`src/rtl/rgb_fade_pkg.sv`:
```
// Shared constants for the RGB fade/PWM feeder.
// Channel indices follow the SB_RGBA_DRV RGB0/1/2 pin order.
package rgb_fade_pkg;

   localparam int CH_BLUE  = 0;
   localparam int CH_RED   = 1;
   localparam int CH_GREEN = 2;
   localparam int NUM_CH   = 3;

   typedef enum logic {
      ST_IDLE = 1'b0,
      ST_FADE = 1'b1
   } state_e;

endpackage

```
`src/rtl/rgb_fade_channel.sv`:
```
// One colour channel: target, saturating level ramp,
// period-aligned shadow duty and registered PWM compare.
module rgb_fade_channel
   import rgb_fade_pkg::*;
#(
   parameter int WIDTH = 8
) (
   input  logic             clk,
   input  logic             rst,
   input  logic             load,
   input  logic [WIDTH-1:0] target,
   input  logic             tick,
   input  logic             wrap,
   input  logic [WIDTH-1:0] pwm_cnt,
   output logic [WIDTH-1:0] level,
   output logic             at_target,
   output logic             pwm
);

   logic [WIDTH-1:0] target_q;
   logic [WIDTH-1:0] level_q, level_d;
   logic [WIDTH-1:0] shadow_q;
   logic             pwm_q;

   always_comb begin
      level_d = level_q;
      if (tick) begin
         if (level_q < target_q) begin
            level_d = level_q + 1'b1;
         end else if (level_q > target_q) begin
            level_d = level_q - 1'b1;
         end
      end
   end

   // Shadow only reloads on the last count so periods stay whole.
   always_ff @(posedge clk) begin
      if (rst) begin
         target_q <= '0;
         level_q  <= '0;
         shadow_q <= '0;
         pwm_q    <= 1'b0;
      end else begin
         if (load) begin
            target_q <= target;
         end
         level_q <= level_d;
         if (wrap) begin
            shadow_q <= level_q;
         end
         pwm_q <= (pwm_cnt < shadow_q);
      end
   end

   assign level     = level_q;
   assign at_target = (level_q == target_q);
   assign pwm       = pwm_q;

endmodule

```
`src/rtl/rgb_fade_pwm.sv`:
```
// RGB fade controller feeding SB_RGBA_DRV PWM inputs:
// command handshake, fade FSM, step prescaler and PWM counter.
module rgb_fade_pwm
   import rgb_fade_pkg::*;
#(
   parameter int WIDTH    = 8,
   parameter int STEP_DIV = 1024
) (
   input  logic             clk,
   input  logic             rst,
   input  logic             cmd_valid,
   output logic             cmd_ready,
   input  logic [WIDTH-1:0] cmd_red,
   input  logic [WIDTH-1:0] cmd_green,
   input  logic [WIDTH-1:0] cmd_blue,
   output logic             busy,
   output logic             done,
   output logic [2:0]       pwm
);

   localparam int PW = (STEP_DIV > 2) ? $clog2(STEP_DIV) : 1;
   localparam logic [PW-1:0] PRE_MAX = PW'(STEP_DIV - 1);

   state_e           state_q, state_d;
   logic [PW-1:0]    presc_q, presc_d;
   logic [WIDTH-1:0] cnt_q;
   logic             accept;
   logic             tick;
   logic             wrap;
   logic             all_at;

   logic [NUM_CH-1:0]            at_target;
   logic [NUM_CH-1:0][WIDTH-1:0] target;
   logic [NUM_CH-1:0][WIDTH-1:0] level;

   assign target[CH_BLUE]  = cmd_blue;
   assign target[CH_RED]   = cmd_red;
   assign target[CH_GREEN] = cmd_green;

   assign all_at = &at_target;
   assign wrap   = &cnt_q;
   assign tick   = (state_q == ST_FADE) && (presc_q == PRE_MAX);

   always_comb begin
      state_d   = state_q;
      cmd_ready = 1'b0;
      busy      = 1'b0;
      done      = 1'b0;
      accept    = 1'b0;
      unique case (state_q)
         ST_IDLE: begin
            cmd_ready = 1'b1;
            if (cmd_valid) begin
               accept  = 1'b1;
               state_d = ST_FADE;
            end
         end
         ST_FADE: begin
            busy = 1'b1;
            // Equality is checked before stepping, so a no-op
            // command completes on the very next cycle.
            if (all_at) begin
               done    = 1'b1;
               state_d = ST_IDLE;
            end
         end
         default: state_d = ST_IDLE;
      endcase
   end

   always_comb begin
      presc_d = presc_q + 1'b1;
      if (accept || presc_q == PRE_MAX) begin
         presc_d = '0;
      end
   end

   always_ff @(posedge clk) begin
      if (rst) begin
         state_q <= ST_IDLE;
         presc_q <= '0;
         cnt_q   <= '0;
      end else begin
         state_q <= state_d;
         presc_q <= presc_d;
         cnt_q   <= cnt_q + 1'b1;
      end
   end

   for (genvar i = 0; i < NUM_CH; i++) begin : g_ch
      rgb_fade_channel #(
         .WIDTH(WIDTH)
      ) u_ch (
         .clk      (clk),
         .rst      (rst),
         .load     (accept),
         .target   (target[i]),
         .tick     (tick),
         .wrap     (wrap),
         .pwm_cnt  (cnt_q),
         .level    (level[i]),
         .at_target(at_target[i]),
         .pwm      (pwm[i])
      );
   end

   // Levels may only move on a fade step.
   a_level_hold : assert property (
      @(posedge clk) disable iff (rst)
      !tick |=> $stable(level)
   );

endmodule

```
`config.mk`:
```
export PLATFORM = sky130hd
export DESIGN_NAME = rgb_fade_pwm
export DESIGN_NICKNAME = d
export VERILOG_FILES = /design/src/rtl/rgb_fade_pkg.sv /design/src/rtl/rgb_fade_channel.sv /design/src/rtl/rgb_fade_pwm.sv
export SDC_FILE = /design/constraint.sdc
export NUM_CORES = 1
export LEC_CHECK = 0
export ABC_CLOCK_PERIOD_IN_PS = 7500
export BUFFER_PORTS_ARGS = -buffer_cell sky130_fd_sc_hd__buf_2
export CAP_MARGIN = 20
export CELL_PAD_IN_SITES_DETAIL_PLACEMENT = 0
export CELL_PAD_IN_SITES_GLOBAL_PLACEMENT = 2
export CORE_MARGIN = 2
export CORE_UTILIZATION = 42
export DETAILED_ROUTE_END_ITERATION = 12
export GPL_TIMING_DRIVEN = 0
export PLACE_DENSITY = 0.89
export SYNTH_ARGS = -nofsm -noshare
export SYNTH_HDL_FRONTEND = slang
export SYNTH_HIERARCHICAL = 1
export SYNTH_SLANG_ARGS = --single-unit
```
`constraint.sdc`:
```
create_clock -name clk -period 7.5 [get_ports clk]
set_clock_uncertainty 0.05 [all_clocks]
set_input_delay 0.75 -clock clk [delete_from_list [all_inputs] [get_ports clk]]
set_output_delay 0.75 -clock clk [all_outputs]
set_load 0.01 [all_outputs]
```
---- After elaboration in Yosys (flattened, before gate mapping) ----
Cells that the tools add are included.
storage, ports and cells
  input bits .............................. 27
  output and inout bits ................... 6
  register bits ........................... 94
cells by class
  eq/ne operators ......................... 4
  muxes and demuxes ....................... 14
  $add $sub $neg .......................... 8
  order comparisons ....................... 9
  bitwise logic cells ..................... 1
  reductions and logical operators ........ 11
operator list
  cell                     count
  $lt A8 B8 Y1             6
  $mux W8                  6
  $add A8 B1 Y8 const B    4
  $eq A8 B8 Y1             3
  $gt A8 B8 Y1             3
  $sub A8 B1 Y8 const B    3
  $add A10 B1 Y10 const B  1
  $eq A10 B10 Y1 const B   1
  $reduce_and A8 Y1        1
  $mux W1                  7
  $reduce_and A2 Y1        3
  $reduce_bool A2 Y1       3
  $reduce_and A3 Y1        1
  $pmux W1 S2              1
  $reduce_or A2 Y1         1
  $logic_and A1 B1 Y1      1
  $logic_or A1 B1 Y1       1
  $not A1 Y1               1

---- Longest topological paths before layout ----
  depth after elaboration ................. 4
  gate-level depth with buffers ........... 13
  depth with buffers taken out ............ 13

---- Cells and area by module ----
The synthesis kept the hierarchy.
modules (own cells, without submodules)
  module            instances  cells each  seq. area each (sq um)  area each (sq um)
  rgb_fade_channel  3          174         500.5                   1581.5
  rgb_fade_pwm      1          93          380.4                   818.3

---- Worst setup path after synthesis ----
No wires, ideal clock.
  path kind ............................... register to register
  start point ............................. register g_ch[0].u_ch.level_q[2]
  end point ............................... register g_ch[0].u_ch.level_q[7]
  path slack .............................. 4739 ps
  arrival ................................. 2589 ps
  setup time .............................. 122 ps
  period minus slack after synthesis ...... 2761 ps
  stages on the path, launching flop included .. 13
  buffers on the path ..................... 0
  cell sequence ........................... dfxtp_1 ha_1 o21ai_0 a21oi_1 o21ba_2 or2_2 ha_1 o21ai_0 o211ai_1 nand2_1 and4bb_2 a211oi_2 nand3_1
on the way
  longest elaborated chain between the ends .. 3
ends and longest elaborated chain
  what                                                  RTL line                source
  start, declared                                       rgb_fade_channel.sv:21  logic [WIDTH-1:0] level_q, level_d;
  start signal, assigned                                rgb_fade_channel.sv:47  level_q <= level_d;
  $sub A8 B1 Y8, or another cell as far along           rgb_fade_channel.sv:31  level_d = level_q - 1'b1;
  $mux W8 / $reduce_bool A2 Y1 (equally long branches)  n/a
  $mux W8 / $reduce_and A2 Y1 (equally long branches)   n/a
Several ways; a longest one is shown, not always the timed one. The select of a mux whose other input is x is not followed.
A chain may end at the register's enable or synchronous reset.

---- Final worst setup path ----
  start point ............................. register g_ch[2].u_ch.level_q[2]
  end point ............................... register g_ch[2].u_ch.level_q[7]
on the way
  longest elaborated chain between the ends .. 3
ends and longest elaborated chain
  what                                                  RTL line
  start, declared                                       rgb_fade_channel.sv:21
  start signal, assigned                                rgb_fade_channel.sv:47
  $sub A8 B1 Y8, or another cell as far along           rgb_fade_channel.sv:31
  $mux W8 / $reduce_bool A2 Y1 (equally long branches)  n/a
  $mux W8 / $reduce_and A2 Y1 (equally long branches)   n/a
Several ways; a longest one is shown, not always the timed one. The select of a mux whose other input is x is not followed.

==> flow_summary.yaml <==
placement:
  gp_congestion: 0.783
  dpl_cell_area_um2: 5940
  io_buffers: 31
  post-dp-hpwl_um: 9080
yosys:
  synth.most_common_cell: "nor2_1"
  synth_nets: 710
  synthTopCellsByArea: "dfxtp_1, ha_1, mux2i_1"
  synth_top_area_cell: "dfxtp_1"
  ys.flop_type: "dfxtp_1"
  synth_commonest_cells: "nor2_1, dfxtp_1, ha_1, mux2i_1, inv_1"
  synth-seq-cells: 94
  synthArstFlopShare: 0
  avgSynthCellArea_um2: 9.05
  synth_edf_count: 0
  synth.top_cell.area_share: 0.338
  syn-cell-area_um2: 5560
  synth.distinct_cells: 47
  yosysWarnings: 6
  synth_cells: 615
  yosysSeqAreaShare: 0.338
clock_network:
  numCtsBuffers: 9
  cts_hold_buf: 0
  clk_path_buf_depth: 2
  cts_setup_buffers: 0
  postCtsResizedCells: 0
  clock-sinks: 94
  cts-root-buf: "clkbuf_16"
  htreeDepth: 3
  path_clk_slew_ns: 0.06
  cts_tree: "built"
  clock_latency_ns: 0.34
cells_and_area:
  final_nets: 752
  multi_input_area_um2: 3380
  antennaDiodeCount: 0
  fin_area_um2: 6260
  area_growth_pct: 12.6
  drive_gt1_frac: 0.130
  seq_area_um2: 1880
  fillers: 1250
worst_setup_path:
  required_ns: 7.68
  r2r_cells: 12
  cp-start-kind: "flop"
  endpoint: "g_ch[2].u_ch/level[7]"
  r2r-end: "g_ch[2].u_ch/level[7]"
  worstPathArrival_ns: 3.29
  critPathLaunch: "g_ch[2].u_ch/level[2]"
  worst_setup_path_end_kind: "flop"
  crit_fanout: 10
  timing.rr.start: "g_ch[2].u_ch/level[2]"
  r2r_setup_slack_ns: 4.39
  worst-setup-path-type: "flop to flop"
routing:
  vias: 4377
  wl_per_cell_um: 14.2
  dr.first_iter.drc_count: 156
  dr.pass1.iters: 5
  wirelength_um: 11900
  drcViolationCount: 0
  vias_per_cell: 5.22
  antenna_left: 0
timing:
  relSlewSlack: 0.418
  post-route-min-period_ns: 3.11
  setup_viol: 0
  slew_violations: 0
  fin_tns_setup_ns: 0
  rsz0062_at_grt: "false"
  timing.fmax_mhz: 321
  period_share: 0.415
  hold_viol: 0
  tightest_slew_ns: 0.866
floorplanning:
  core_area_um2: 13100
  fp.dieH_um: 119
  start_util: 0.425
  ios: 33
  die_area_um2: 14200
  rows: 42
  die-width_um: 119
power_and_ir_drop:
  vdd_drop_max_mv: 0.123
  leakagePower_nw: 2.45
  power.density_nw_per_um2: 184
global_routing:
  use_met2: 0.304
  grt_pass1_vias: 4362
  antenna_found_initial: 0
  top_usage_layer: "met2"
  use_met1: 0.231
  grt_max_degree: 15
  met3_usage: 0.0287
  grt_pass1_wl_um: 20500
  grt_remaining_overflow: 0
  grt_use_total: 0.180
hold_path:
  hp-class: "flop to flop"
  hp-start: "presc_q[0]"
outcome:
  status: "finished clean"
job:
  maxCapViolCount: 0
-- kinds of logic after synthesis --
logic type / synth area share
muxes: 0.113
adders and majority gates: 0.157
xor gates and xnor gates: 0.0378
AOI/OAI and AO/OA: 0.132
DFF: 0.338
buffers and inverters: 0.0553
and+or+nand+nor: 0.167
-- final cells by class --
class / instances / share of cell area
sequential: 94 / 0.300
timing repair buffer: 31 / 0.0248
tap: 176 / 0.0352
clock buffer: 13 / 0.0447
multi-input combinational: 445 / 0.539
inverter: 57 / 0.0342
buffer: 19 / 0.0150
clock inverter: 3 / 0.00639
-- registers in the layout, indices dropped and copies added (netlist names) --
name	count
cnt_q	8
g_ch.u_ch/level	24
g_ch.u_ch/pwm	3
g_ch.u_ch/shadow_q	24
g_ch.u_ch/target_q	24
presc_q	10
state_q	1
-- worst min-delay path by stage --
| stage | endpoint | slack [ns] | depth (start not counted) |
|---|---|---|---|
| 5_1_grt | presc_q[0] | 0.44 | 1 |
| 6_report | presc_q[0] | 0.41 | 1 |
| 4_1_cts | presc_q[0] | 0.42 | 1 |
| 3_5_place_dp | presc_q[0] | 0.40 | 1 |
| 3_3_place_gp | presc_q[0] | 0.39 | 1 |
| 2_1_floorplan | presc_q[0] | 0.38 | 1 |
-- power breakdown --
part	internal [W]	total [W]	switching (W)
clock network	0.000294	0.000483	0.000190
logic	0.0000656	0.000149	0.0000838
registers	0.000511	0.000520	0.00000872
-- metal layers --
layer  routed length (um)  part of all wire
met3                  338             0.028
met5                    0                 0
met4                  192             0.016
met2                 5620              0.47
met1                 5720              0.48
-- placed cells by master (no fill, tap or decap), types with 4 or more instances in the layout --
| master | Yosys | layout |
|---|---|---|
| nand4_1 | 10 | 10 |
| nor2_1 | 97 | 97 |
| a211oi_1 | 6 | 6 |
| nand3_1 | 8 | 8 |
| clkbuf_16 | 0 | 9 |
| xnor2_1 | 21 | 21 |
| a211oi_2 | 6 | 6 |
| inv_1 | 57 | 57 |
| or3_1 | 4 | 4 |
| nor2b_1 | 7 | 7 |
| mux2i_1 | 63 | 63 |
| clkbuf_8 | 0 | 4 |
| o21ai_0 | 23 | 23 |
| nand2b_1 | 7 | 7 |
| a21oi_2 | 6 | 6 |
| buf_1 | 6 | 6 |
| dfxtp_1 | 94 | 94 |
| nand2_1 | 24 | 24 |
| buf_2 | 0 | 31 |
| or4_1 | 5 | 5 |
| o211ai_1 | 7 | 7 |
| a21o_1 | 9 | 9 |
| a21oi_1 | 24 | 24 |
| clkbuf_1 | 10 | 10 |
| ha_1 | 65 | 65 |
-- worst max-delay path: stages (launching register included) --
cell      delay [ns]
dfxtp_1         0.42
ha_1            0.27
o21ai_0         0.16
a21oi_1         0.09
o21ba_2         0.21
or2_2           0.38
ha_1            0.38
o21ai_0         0.14
o211ai_1        0.24
nand2_1         0.12
and4bb_2        0.24
a211oi_2        0.18
nand3_1         0.09
-- per-stage QoR --
stage | power, W | std cells | utilization | worst slack [ns] | hold WS, ns
CTS | 0.00117 | 838 | 0.479 | 4.39 | 0.418
global placement | 0.000676 | 822 | 0.454 | 4.10 | 0.389
floorplan | 0.000642 | 615 | - | 4.74 | 0.379
finish | 0.00115 | 838 | 0.479 | 4.39 | 0.410
detailed placement | 0.000681 | 822 | 0.454 | 4.41 | 0.401
global route | 0.00121 | 838 | 0.479 | 4.11 | 0.442
Power figures use the tool's default switching activity.
